<file path="config.mk">
export PLATFORM = sky130hd
export DESIGN_NAME = s_term_single_frame_select
export DESIGN_NICKNAME = d
export VERILOG_FILES = /design/src/rtl/s_term_single_frame_select_pkg.sv /design/src/rtl/s_term_single_frame_select_decoder.sv /design/src/rtl/s_term_single_frame_select.sv
export SDC_FILE = /design/constraint.sdc
export NUM_CORES = 1
export LEC_CHECK = 0
export BUFFER_PORTS_ARGS = -buffer_cell sky130_fd_sc_hd__buf_2
export CAP_MARGIN = 10
export CELL_PAD_IN_SITES_DETAIL_PLACEMENT = 1
export CELL_PAD_IN_SITES_GLOBAL_PLACEMENT = 1
export CORE_MARGIN = 2
export CORE_UTILIZATION = 28
export CTS_BUF_LIST = sky130_fd_sc_hd__clkbuf_8
export CTS_CLUSTER_SIZE = 10
export DETAILED_ROUTE_END_ITERATION = 16
export GPL_TIMING_DRIVEN = 0
export MAX_ROUTING_LAYER = met4
export PLACE_DENSITY_LB_ADDON = 0.1
export SKIP_CTS_REPAIR_TIMING = 1
export SYNTH_ARGS = -nofsm -noshare
export SYNTH_HDL_FRONTEND = slang
export SYNTH_SLANG_ARGS = --single-unit
</file>
<file path="constraint.sdc">
create_clock -name CLK -period 4.8 [get_ports CLK]
set_input_delay 0 -clock CLK [delete_from_list [all_inputs] [get_ports CLK]]
set_output_delay 0 -clock CLK [all_outputs]
set_load 0.1 [all_outputs]
</file>
<file path="src/rtl/s_term_single_frame_select_pkg.sv">
// Shared definitions for the south termination tile frame-select logic.
// Holds the frame-address field layout, the frame-select FSM state type,
// and the one-hot frame decode with range check.
package s_term_single_frame_select_pkg;

    // FrameAddress layout: {unused, column field, frame field}
    localparam int unsigned FRAME_ADDR_W        = 32;
    localparam int unsigned FRAME_FIELD_LSB     = 0;
    localparam int unsigned DEFAULT_FRAME_SEL_W = 5;
    localparam int unsigned DEFAULT_COL_SEL_W   = 5;

    // Strobe hold counter covers StrobeCycles-1 for StrobeCycles in 1..15
    localparam int unsigned STROBE_CNT_W = 4;

    // Upper bound on the frame vector the decode function can produce
    localparam int unsigned MAX_FRAMES_LIMIT = 32;

    typedef enum logic [1:0] {
        ST_IDLE,
        ST_STROBE,
        ST_GAP
    } fs_state_t;

    typedef struct packed {
        logic                        in_range;
        logic [MAX_FRAMES_LIMIT-1:0] onehot;
    } frame_decode_t;

    // One-hot decode of an unsigned frame index; out-of-range indices give
    // an all-zero vector so the strobe can never carry a stray bit.
    function automatic frame_decode_t frame_onehot(
        input logic [FRAME_ADDR_W-1:0] frame,
        input int unsigned             max_frames
    );
        frame_decode_t d;
        d.in_range = (frame < max_frames);
        d.onehot   = d.in_range ? (MAX_FRAMES_LIMIT'(1) << frame[4:0]) : '0;
        return d;
    endfunction

endpackage

</file>
<file path="src/rtl/s_term_single_frame_select_decoder.sv">
// frame_select_decoder: combinational frame-address decode.
// Ports:
//   i_field      - column and frame fields of FrameAddress
//   o_col_match  - column field equals ColumnId
//   o_in_range   - frame field < MaxFramesPerCol (unsigned)
//   o_onehot     - 1 << frame when in range, else zero
module frame_select_decoder
    import s_term_single_frame_select_pkg::*;
#(
    parameter int unsigned MaxFramesPerCol  = 20,
    parameter int unsigned FrameSelectWidth = DEFAULT_FRAME_SEL_W,
    parameter int unsigned ColSelectWidth   = DEFAULT_COL_SEL_W,
    parameter int unsigned ColumnId         = 0
) (
    input  logic [FrameSelectWidth+ColSelectWidth-1:0] i_field,
    output logic                                       o_col_match,
    output logic                                       o_in_range,
    output logic [MaxFramesPerCol-1:0]                 o_onehot
);

    logic [FrameSelectWidth-1:0] w_frame;
    logic [ColSelectWidth-1:0]   w_col;
    frame_decode_t               w_dec;

    always_comb begin
        w_frame     = i_field[FRAME_FIELD_LSB +: FrameSelectWidth];
        w_col       = i_field[FrameSelectWidth +: ColSelectWidth];
        w_dec       = frame_onehot(FRAME_ADDR_W'(w_frame), MaxFramesPerCol);
        o_col_match = (w_col == ColSelectWidth'(ColumnId));
        o_in_range  = w_dec.in_range;
        o_onehot    = w_dec.onehot[MaxFramesPerCol-1:0];
    end

endmodule

</file>
<file path="src/rtl/s_term_single_frame_select.sv">
// s_term_single_frame_select: south termination tile of a fabric column.
// Loops southbound wires back northbound, ties off the carry chain, and
// issues registered one-hot FrameStrobe pulses from decoded frame addresses.
// Ports:
//   CLK, reset                - config clock, async active-high reset
//   S1END/S2MID/S2END/S4END   - southbound wires arriving at the edge
//   N1BEG/N2BEG/N2BEGb/N4BEG  - northbound loopback of the above
//   Co                        - carry-in of bottom logic tile (tied 0)
//   FrameAddress/Valid/Ready  - frame address handshake
//   FrameStrobe               - one-hot frame strobe up the column
//   FrameError                - one-cycle pulse on out-of-range frame
module s_term_single_frame_select
    import s_term_single_frame_select_pkg::*;
#(
    parameter int unsigned MaxFramesPerCol  = 20,
    parameter int unsigned FrameSelectWidth = DEFAULT_FRAME_SEL_W,
    parameter int unsigned ColSelectWidth   = DEFAULT_COL_SEL_W,
    parameter int unsigned ColumnId         = 0,
    parameter int unsigned StrobeCycles     = 1
) (
    input  logic                       CLK,
    input  logic                       reset,
    input  logic [3:0]                 S1END,
    input  logic [7:0]                 S2MID,
    input  logic [7:0]                 S2END,
    input  logic [15:0]                S4END,
    output logic [3:0]                 N1BEG,
    output logic [7:0]                 N2BEG,
    output logic [7:0]                 N2BEGb,
    output logic [15:0]                N4BEG,
    output logic                       Co,
    input  logic [FRAME_ADDR_W-1:0]    FrameAddress,
    input  logic                       FrameAddressValid,
    output logic                       FrameAddressReady,
    output logic [MaxFramesPerCol-1:0] FrameStrobe,
    output logic                       FrameError
);

    localparam logic [STROBE_CNT_W-1:0] CNT_LOAD = STROBE_CNT_W'(StrobeCycles - 1);

    fs_state_t                   r_state;
    fs_state_t                   w_state_next;
    logic [STROBE_CNT_W-1:0]     r_count;
    logic [STROBE_CNT_W-1:0]     w_count_next;
    logic [MaxFramesPerCol-1:0]  r_strobe;
    logic [MaxFramesPerCol-1:0]  w_strobe_next;
    logic                        r_error;
    logic                        w_error_next;

    logic                        w_col_match;
    logic                        w_in_range;
    logic [MaxFramesPerCol-1:0]  w_onehot;
    logic                        w_accept;

    // Routing loopback and carry tie-off
    assign N1BEG  = S1END;
    assign N2BEG  = S2MID;
    assign N2BEGb = S2END;
    assign N4BEG  = S4END;
    assign Co     = 1'b0;

    frame_select_decoder #(
        .MaxFramesPerCol (MaxFramesPerCol),
        .FrameSelectWidth(FrameSelectWidth),
        .ColSelectWidth  (ColSelectWidth),
        .ColumnId        (ColumnId)
    ) u_decoder (
        .i_field    (FrameAddress[FrameSelectWidth+ColSelectWidth-1:0]),
        .o_col_match(w_col_match),
        .o_in_range (w_in_range),
        .o_onehot   (w_onehot)
    );

    // Ready is only high in IDLE, so accept is Valid qualified by IDLE
    assign w_accept = FrameAddressValid && (r_state == ST_IDLE);

    always_ff @(posedge CLK or posedge reset) begin
        if (reset) begin
            r_state  <= ST_IDLE;
            r_count  <= '0;
            r_strobe <= '0;
            r_error  <= 1'b0;
        end else begin
            r_state  <= w_state_next;
            r_count  <= w_count_next;
            r_strobe <= w_strobe_next;
            r_error  <= w_error_next;
        end
    end

    always_comb begin
        w_state_next = r_state;
        unique case (r_state)
            ST_IDLE:   if (w_accept && w_col_match && w_in_range) w_state_next = ST_STROBE;
            ST_STROBE: if (r_count == '0) w_state_next = ST_GAP;
            ST_GAP:    w_state_next = ST_IDLE;
            default:   w_state_next = ST_IDLE;
        endcase
    end

    // Next values of the registered outputs plus the combinational Ready
    always_comb begin
        w_count_next  = r_count;
        w_strobe_next = r_strobe;
        w_error_next  = 1'b0;
        unique case (r_state)
            ST_IDLE: begin
                w_strobe_next = '0;
                if (w_accept && w_col_match) begin
                    if (w_in_range) begin
                        w_strobe_next = w_onehot;
                        w_count_next  = CNT_LOAD;
                    end else begin
                        w_error_next = 1'b1;
                    end
                end
            end
            ST_STROBE: begin
                if (r_count == '0) w_strobe_next = '0;
                else               w_count_next  = r_count - 1'b1;
            end
            default: begin
                w_strobe_next = '0;
            end
        endcase
    end

    assign FrameAddressReady = (r_state == ST_IDLE);
    assign FrameStrobe       = r_strobe;
    assign FrameError        = r_error;

endmodule

</file>
==> flow_metrics.tcl <==
set metrics [dict create \
    status "complete, but fails checks" \
    violations "negative hold slack" \
    peakVddDrop_uv 120.4 \
    cp_max_fo 6 \
    die_x_um 76.43 \
    tritoncts "done" \
    drv_slew 0 \
    synthToLayoutAreaGrowth_pct 33.48 \
    grt_max_degree 28 \
    antenna_found_initial 0 \
    grt_first_pass_wirelength_um 6520 \
    ys_seq_area_frac 0.4600 \
    nNetsFinal 290 \
    grt_pass1_vias 1306 \
    arrival_ns 2.07 \
    ctsRootBufferMaster "clkbuf_8" \
    coreArea_um2 5075 \
    p_leak_nw 1.064 \
    n_antenna_cell 0 \
    startpoint_type "flop" \
    cts_buffers 3 \
    synthFlopType "dfrtp_1" \
    finalCritPeriodShare 0.3910 \
    gp_congestion 0.7505 \
    post_drt_wl_per_cell_um 13.90 \
    max_stage_delay_ns 0.56 \
    die-area_um2 5842 \
    max_slew_margin 0.3037 \
    track_usage 0.1410 \
    clockBufferDepth 2 \
    cp_top_family "simple AND/OR/NAND/NOR gates" \
    layout_commonest_cell "buf_2" \
    path_class "flop to flop" \
    setup_viol 0 \
    routed_wl_um 3988 \
    syn_nets 215 \
    io_pins 130 \
    clock_sinks 27 \
    drc 0 \
    layout_common_cells "69 x buf_2, 37 x buf_4, 27 x dfrtp_1" \
    dieHeight_um 76.43 \
    h-tree-depth 1 \
    hp-class "primary input to async pin" \
    insertion_delay_ns 0.28 \
    tns_ns 0 \
    hold_viol_final 27 \
    portBuffers 69 \
    routed-via-count 1309 \
    fin_hold_ws_ns -0.04424 \
    critPathCaptureType "flop" \
    syn_inst 143 \
    avgSynthCellArea_um2 10.27 \
    slowest_stage "or4b_4" \
    fillers 619 \
    rsz0062_at_grt "false" \
    yosysWarnings 0 \
    cp.required_ns 4.99 \
    syn_area_um2 1469 \
    final_layout_size_suffix_gt1_frac 0.5392 \
    worst_pin_slew_ns 1.043 \
    reg2reg_slack_ns 2.92 \
    total_power_mw 0.6488 \
    fmax_ghz 0.5329 \
    layout_min_cycle_time_ns 1.877 \
    grt_overflow_total 0 \
    power_density_nw_per_um2 330.9 \
    place_hpwl_um 3212 \
    maxCapViolations 0 \
    firstDrtPassIters 4 \
    synth_edf_count 0 \
    fp-row-count 26 \
    via_per_inst 4.561 \
    clk_pin_slew_ns 0.10 \
    cp_num_buf_inv 0 \
    async_flop_share 1.000 \
    ys_ff_latch 27 \
    drt-initial-drc-count 25 \
    start_util 0.2894 \
    path_cells "or4b_4, nor4b_4, nand2_2, o31ai_1" \
    antenna_left 0 \
    skew_ns 0.003274 \
    netlist-cell-type-count 33 \
]
[synthesized netlist by cell type, types with 2 or more instances]
| cell type | n | area share |
|---|---|---|
| nand2b_1 | 2 | 0.0085 |
| buf_4 | 37 | 0.19 |
| o21ai_0 | 9 | 0.031 |
| nand2_1 | 10 | 0.026 |
| clkbuf_1 | 3 | 0.0077 |
| a32o_1 | 8 | 0.055 |
| nor2b_1 | 2 | 0.0085 |
| nor3_1 | 2 | 0.0068 |
| nor2_1 | 6 | 0.015 |
| and2_1 | 2 | 0.0085 |
| a22o_1 | 5 | 0.030 |
| nand3_1 | 4 | 0.014 |
| inv_1 | 5 | 0.013 |
| o31ai_1 | 2 | 0.010 |
| clkbuf_2 | 2 | 0.0068 |
| dfrtp_1 | 27 | 0.46 |
[where the power goes]
group	switching [mW]	internal (mW)	leakage [nW]
clock network	0.0812	0.0592	0.0217
logic	0.197	0.0607	0.668
registers	0.0104	0.240	0.374
total	0.289	0.360	1.06
[area by class of cell]
| class | instances | area (um^2) | share of cell area |
|---|---|---|---|
| flip-flops and latches | 27 | 675.6 | 0.3446 |
| multi-input cells | 69 | 475.5 | 0.2425 |
| repair buffers | 70 | 355.3 | 0.1812 |
| plain buffers | 42 | 299.0 | 0.1525 |
| well taps | 70 | 87.58 | 0.04467 |
| clock buffers | 3 | 41.29 | 0.02106 |
| inverters | 5 | 18.77 | 0.009572 |
| clock inverters | 1 | 7.507 | 0.003829 |
[worst register-to-register path: stages, from the launching register on]
cell and delay (ns):
dfrtp_1 0.42, or4b_4 0.56, nor4b_4 0.47, nand2_2 0.10
o31ai_1 0.23
[cells by family (layout without fill, tap and decap cells)]
| family | Yosys count | in the layout | share of synthesized area |
|---|---|---|---|
| flip-flops | 27 | 27 | 0.4600 |
| adder cells (fa/ha/maj) | 1 | 1 | 0.008517 |
| AO/OA/AOI/OAI | 28 | 28 | 0.1491 |
| AND/OR/NAND/NOR | 38 | 38 | 0.1559 |
| buffers and inverters | 47 | 121 | 0.2164 |
| multiplexers | 1 | 1 | 0.007666 |
| other | 1 | 1 | 0.002553 |
[routing by layer]
metal	vias to the layer above	routed length [um]	share of wire	GRT usage
met5	-	0	0	-
met2	67	1978	0.50	0.2389
li1	606	-	-	-
met1	631	1609	0.40	0.1632
met4	0	52	0.013	0.04364
met3	5	347	0.087	0.03791
[final timing paths]
| kind | start | end | cells past startpoint |
|---|---|---|---|
| hold reg to reg | FrameStrobe[16]$_DFFE_PP0P_ | FrameStrobe[16]$_DFFE_PP0P_ | 2 |
| max in group asynchronous | reset | r_state[1]$_DFFE_PP0P_ | 2 |
| setup / recovery | r_state[0]$_DFFE_PP0P_ | FrameStrobe[18]$_DFFE_PP0P_ | 4 |
| min in group CLK | FrameAddress[4] | FrameStrobe[16]$_DFFE_PP0P_ | 3 |
| hold / removal | reset | FrameStrobe[14]$_DFFE_PP0P_ | 2 |
| setup reg to reg | r_state[0]$_DFFE_PP0P_ | FrameStrobe[18]$_DFFE_PP0P_ | 4 |
[metrics by stage]
step / util / instances / instance area, um^2 / setup WS (ns)
after detailed placement: 0.3748 / 282 / 1902 / 2.914
after global routing: 0.3863 / 287 / 1961 / 2.817
final: 0.3863 / 287 / 1961 / 2.923
after floorplan: - / 143 / 1469 / 1.923
after global placement: 0.3748 / 282 / 1902 / 2.957
after CTS: 0.3844 / 286 / 1951 / 2.906
[state kept, by name, summed over array words and instances, names as in the netlist]
| register | cells |
|---|---|
| FrameStrobe | 20 |
| r_count | 4 |
| r_state | 2 |
| FrameError | 1 |
Note: power is estimated with default switching activity, not from simulation.
